==> config.mk <==
export PLATFORM = sky130hd
export DESIGN_NAME = poly_pack
export DESIGN_NICKNAME = d
export VERILOG_FILES = /design/src/rtl/athos_pkg.sv /design/src/rtl/poly_pack.sv
export SDC_FILE = /design/constraint.sdc
export NUM_CORES = 1
export LEC_CHECK = 0
export CORE_MARGIN = 2
export CORE_UTILIZATION = 58
export CTS_BUF_LIST = sky130_fd_sc_hd__clkbuf_4
export DETAILED_ROUTE_END_ITERATION = 12
export PLACE_DENSITY = 0.86
export SYNTH_ARGS = -nofsm -noshare
export SYNTH_HDL_FRONTEND = slang
export SYNTH_SLANG_ARGS = --single-unit
==> constraint.sdc <==
create_clock -name clk_i -period 4.2 [get_ports clk_i]
set_clock_uncertainty 0.05 [all_clocks]
set_input_delay 0.84 -clock clk_i [delete_from_list [all_inputs] [get_ports clk_i]]
set_output_delay 0.84 -clock clk_i [all_outputs]
set_load 0.05 [all_outputs]
==> src/rtl/athos_pkg.sv <==
// Shared types and constants for the ATHOS Kyber datapath.
// Holds the encode-width type, legal widths and the packer state encoding.
package athos_pkg;

   typedef logic [3:0] pack_d_t;

   localparam pack_d_t PACK_D1  = 4'd1;
   localparam pack_d_t PACK_D4  = 4'd4;
   localparam pack_d_t PACK_D5  = 4'd5;
   localparam pack_d_t PACK_D10 = 4'd10;
   localparam pack_d_t PACK_D11 = 4'd11;
   localparam pack_d_t PACK_D12 = 4'd12;

   localparam int N_COEFFS = 256;

   typedef enum logic [1:0] {
      IDLE  = 2'd0,
      RUN   = 2'd1,
      DRAIN = 2'd2
   } pack_state_e;

   function automatic logic is_legal_d(input pack_d_t d);
      logic legal;
      case (d)
         PACK_D1, PACK_D4, PACK_D5, PACK_D10, PACK_D11, PACK_D12: legal = 1'b1;
         default:                                                 legal = 1'b0;
      endcase
      return legal;
   endfunction

endpackage

==> src/rtl/poly_pack.sv <==
// Streaming ByteEncode_d packer: one d-bit coefficient in per handshake,
// little-endian 32-bit words out, one 256-coefficient polynomial per start.
//
// state | meaning
// IDLE  | waiting for start_i; no input accepted, no words offered
// RUN   | accepting coefficients and emitting full words
// DRAIN | all coefficients in; emitting the remaining buffered words
module poly_pack
   import athos_pkg::*;
#(
   parameter int CW    = 12,
   parameter int WW    = 32,
   parameter int BUF_W = 44
) (
   input  logic          clk_i,
   input  logic          rst_i,
   input  logic          start_i,
   input  logic [3:0]    d_i,
   output logic          busy_o,
   output logic          done_o,
   output logic          err_o,
   input  logic          coef_valid_i,
   output logic          coef_ready_o,
   input  logic [CW-1:0] coef_i,
   output logic          word_valid_o,
   input  logic          word_ready_i,
   output logic [WW-1:0] word_o
);

   pack_state_e      state_q;
   pack_d_t          d_q;
   logic [BUF_W-1:0] buf_q, buf_d, buf_shift, coef_ext;
   logic [5:0]       bit_cnt_q, bit_cnt_d, cnt_shift;
   logic [8:0]       coef_cnt_q;
   logic             busy_q, done_q, err_q;
   logic             in_fire, out_fire;
   logic [CW:0]      mask_full;
   logic [CW-1:0]    coef_masked;

   assign busy_o = busy_q;
   assign done_o = done_q;
   assign err_o  = err_q;

   // Word side depends on registered state only, never on word_ready_i.
   assign word_valid_o = (bit_cnt_q >= 6'(WW));
   assign word_o       = buf_q[WW-1:0];
   assign out_fire     = word_valid_o && word_ready_i;

   assign coef_ready_o = (state_q == RUN) && (coef_cnt_q < 9'(N_COEFFS)) &&
                         ((bit_cnt_q <= 6'(WW - 1)) || out_fire);
   assign in_fire      = coef_valid_i && coef_ready_o;

   always_comb begin
      mask_full   = ((CW+1)'(1) << d_q) - (CW+1)'(1);
      coef_masked = coef_i & mask_full[CW-1:0];
      buf_shift   = out_fire ? (buf_q >> WW) : buf_q;
      cnt_shift   = out_fire ? (bit_cnt_q - 6'(WW)) : bit_cnt_q;
      coef_ext    = BUF_W'(coef_masked) << cnt_shift;
      buf_d       = in_fire ? (buf_shift | coef_ext) : buf_shift;
      bit_cnt_d   = in_fire ? (cnt_shift + 6'(d_q)) : cnt_shift;
   end

   always_ff @(posedge clk_i) begin
      if (rst_i) begin
         state_q    <= IDLE;
         d_q        <= '0;
         buf_q      <= '0;
         bit_cnt_q  <= '0;
         coef_cnt_q <= '0;
         busy_q     <= 1'b0;
         done_q     <= 1'b0;
         err_q      <= 1'b0;
      end else begin
         done_q    <= 1'b0;
         err_q     <= 1'b0;
         buf_q     <= buf_d;
         bit_cnt_q <= bit_cnt_d;
         if (in_fire) coef_cnt_q <= coef_cnt_q + 9'd1;
         case (state_q)
            IDLE: begin
               if (start_i) begin
                  if (is_legal_d(d_i)) begin
                     d_q        <= d_i;
                     busy_q     <= 1'b1;
                     coef_cnt_q <= '0;
                     state_q    <= RUN;
                  end else begin
                     err_q <= 1'b1;
                  end
               end
            end
            RUN: begin
               if (in_fire && (coef_cnt_q == 9'(N_COEFFS - 1))) state_q <= DRAIN;
            end
            DRAIN: begin
               // 256*d is a multiple of 32, so the buffer empties exactly on a word fire.
               if (out_fire && (bit_cnt_d == 6'd0)) begin
                  state_q <= IDLE;
                  busy_q  <= 1'b0;
                  done_q  <= 1'b1;
               end
            end
            default: state_q <= IDLE;
         endcase
      end
   end

endmodule
==> qor.txt <==
Die Y -> 91.1 um
Remaining antenna violation count -> 0
H-tree depth -> 3
Worst-margin pin slew -> 994 ps
Post-synth EDFFs -> 0
Final wirelength -> 11,900 um
Cell Area, Synth -> 0.00440 mm^2
Hold-fix buffers, CTS -> 0
Post-synth top area cell -> dfxtp_1
RSZ-0062 raised after global routing -> no
Hold path start -> buf_q[38]
Largest net degree at the start of global routing -> 32
Synth Area in XOR/XNOR -> 2.19%
Worst R2R Setup Slack -> 730 ps
Overall Global Routing Usage -> 29.5%
Post-synthesis cell type count -> 71
CTS sink cnt -> 68
Total die area -> 0.00831 mm^2
1st-pass router iterations -> 5
Ys Warns -> 0
Sequential power share -> 52.4%
Fin. Hold Viols -> 0
Area Growth Syn to Fin -> 10.8%
Worst Hold Margin -> 410 ps
# IOs -> 58
Final core occ -> 66.9%
Via count -> 4,333
Comb pwr share -> 14.3%
Worst IR Drop VDD -> 0.194 mV
Postcts setup bufs -> 0
Worst EP required -> 3310 ps
Crit path kind -> input pin to output pin
DRT iter0 DRCs -> 365
Crit path from -> word_ready_i
CTS tree -> built
Initial Util -> 60.4%
Layout filler cell count -> 675
Static Leak -> 1.69 nW
Top cells by area, synth -> dfxtp_1 31%, nand2_1 6.2%, buf_4 5.8%
Wire per inst -> 17.8 um
Detailed Place HPWL -> 8730 um
Pint -> 0.900 mW
Top-area cell type share of the netlist area -> 30.9%
Arrival time at the worst endpoint -> 2580 ps
Total negative slack -> 0 ps
Antenna violations before repair -> 0
Dominant synthesized flop cell -> dfxtp_1
Run status -> finished, final reports clean
Post-Synth Adder-Cell Area -> 2.44%
F_max -> 0.288 GHz
Max_slew headroom -> 33.5%
CTS root buf -> clkbuf_4
Mux contribution to synthesized area -> 4.46%
Syn Inst Count -> 561
CTS clock-pin slew for the worst setup and hold paths -> 120 ps
Clk pwr share -> 33.2%
Worst Setup Start Kind -> input pin
Post-synthesis compound-gate area fraction -> 24.3%
RD Place Congestion -> 0.962
Switch Pwr -> 0.364 mW
Register-to-Register Path Depth -> 8
HP Class -> flop to flop
CP max FO -> 6
Worst setup path end -> coef_ready_o
Fraction of layout cells with a size suffix above 1 -> 7.34%
Buffer levels on the longest clock path -> 2
Global route total overflow -> 0
Post-cts sizing count -> 0
Antenna diodes -> 0
Port Buf Inserts -> 57
Async S/R FF share, synth -> 0%
Synth Area in Simple Gates -> 25.1%
Clock Latency Late Sink -> 410 ps
P per Cell Area -> 259 mW/mm^2
Reg-to-Reg Start -> d_q[3]
Largest family of logic cells by synthesized area -> simple AND/OR/NAND/NOR gates
Final period util -> 82.6%
First-pass GRT wire length -> 20,000 um
Mean cell area of the mapped netlist -> 7.85 um^2
Tmin final -> 3470 ps
Sequential area share after synthesis -> 30.9%
Synth Register Bits -> 68
Rows -> 31
Final nets -> 596
Setup crit end kind -> output pin
Syn_nets -> 590
Switch share -> 28.8%
Inserted Clock Buffers -> 9
Reg-to-Reg End -> buf_q[6]
Vias/cell -> 6.46
Vias in the first global route -> 4,060
Final setup fails -> 0
Core Box Area -> 0.00729 mm^2
Max Cap Violations -> 0
Die Span X -> 91.1 um
Slew Limit Fails -> 0
# DRC -> 0
==> state kept, by name, summed over array words and instances, names as in the netlist <==
register    flops
bit_cnt_q       6
done_o          1
busy_o          1
d_q             4
err_o           1
coef_cnt_q      9
buf_q          44
state_q         2
==> placed cells by master, fill, tap and decap left out, types with 6 or more instances in the layout <==
cell type	instances
a21oi_1	19
a22oi_1	14
a31oi_1	14
a32oi_1	8
buf_4	10
clkbuf_4	9
clkdlybuf4s50_1	57
dfxtp_1	68
ha_1	7
inv_1	9
mux2i_1	14
nand2_1	73
nand2b_1	6
nand3_1	25
nand4_1	10
nor2_1	58
nor3_1	11
o21ai_0	15
o22ai_1	12
or3_1	7
xnor2_1	7
==> area by class of cell <==
type	instances	area, um^2	area share (%)
clock buffer	9	67.6	1.38
clock inverter	7	67.6	1.38
inverter	11	41.3	0.846
multi-input combinational	410	2570	52.7
sequential	68	1360	27.9
tap	99	124	2.54
timing repair buffer	67	646	13.2
==> how the worst min path moves through the flow <==
| stage | end | slack, ps | depth (start not counted) |
|---|---|---|---|
| 2_1_floorplan | buf_q[36] | 370 | 2 |
| 3_3_place_gp | buf_q[37] | 390 | 2 |
| 3_5_place_dp | buf_q[38] | 390 | 2 |
| 4_1_cts | buf_q[38] | 410 | 2 |
| 5_1_grt | buf_q[38] | 430 | 2 |
| 6_report | buf_q[38] | 410 | 2 |
==> synth_stat cells, types with 7 or more instances <==
cell      instances
ha_1              7
clkbuf_1         25
xnor2_1           7
nor3_1           11
buf_4            34
a32oi_1           8
nand2_1          73
nand4_1          10
mux2i_1          14
inv_1             9
a22oi_1          14
a31oi_1          14
nand3_1          25
o22ai_1          12
nor2_1           58
or3_1             7
o21ai_0          15
a21oi_1          19
dfxtp_1          68
==> layer usage <==
layer,routed length [um],global-route usage (%),vias up
met2,5800,49.8,244
met3,955,4.90,22
met5,0,0,-
li1,-,-,2042
met1,4950,37.8,2025
met4,238,11.0,0
==> power by group through the flow <==
| stage | Sequential, mW | Combinational [mW] | Clock (mW) |
|---|---|---|---|
| 2_1_floorplan | 0.674 | 0.128 | 0 |
| 3_3_place_gp | 0.677 | 0.174 | 0 |
| 3_5_place_dp | 0.677 | 0.177 | 0 |
| 4_1_cts | 0.663 | 0.178 | 0.426 |
| 5_1_grt | 0.665 | 0.195 | 0.451 |
| 6_report | 0.663 | 0.181 | 0.420 |
==> kinds of logic after synthesis <==
logic type,count (synthesis)
adder cells (fa/ha/maj),8
AND/OR/NAND/NOR,227
XOR/XNOR,11
multiplexers,18
buffers and inverters,83
AO/OA/AOI/OAI,146
flip-flops,68
==> per-stage QoR <==
stage               area, um^2  worst slack, ps  instances  power, mW
floorplan                 4400             1250        561      0.803
global placement          4750              753        655      0.850
detailed placement        4750              739        655      0.855
CTS                       4880              728        671       1.27
global route              4880              477        671       1.31
finish                    4880              731        671       1.26
==> worst max-delay path, stage by stage <==
cell and delay (ps):
clkdlybuf4s50_1 490, nand2b_1 250, and3_1 190, clkdlybuf4s50_1 810
Power figures use the tool's default switching activity.
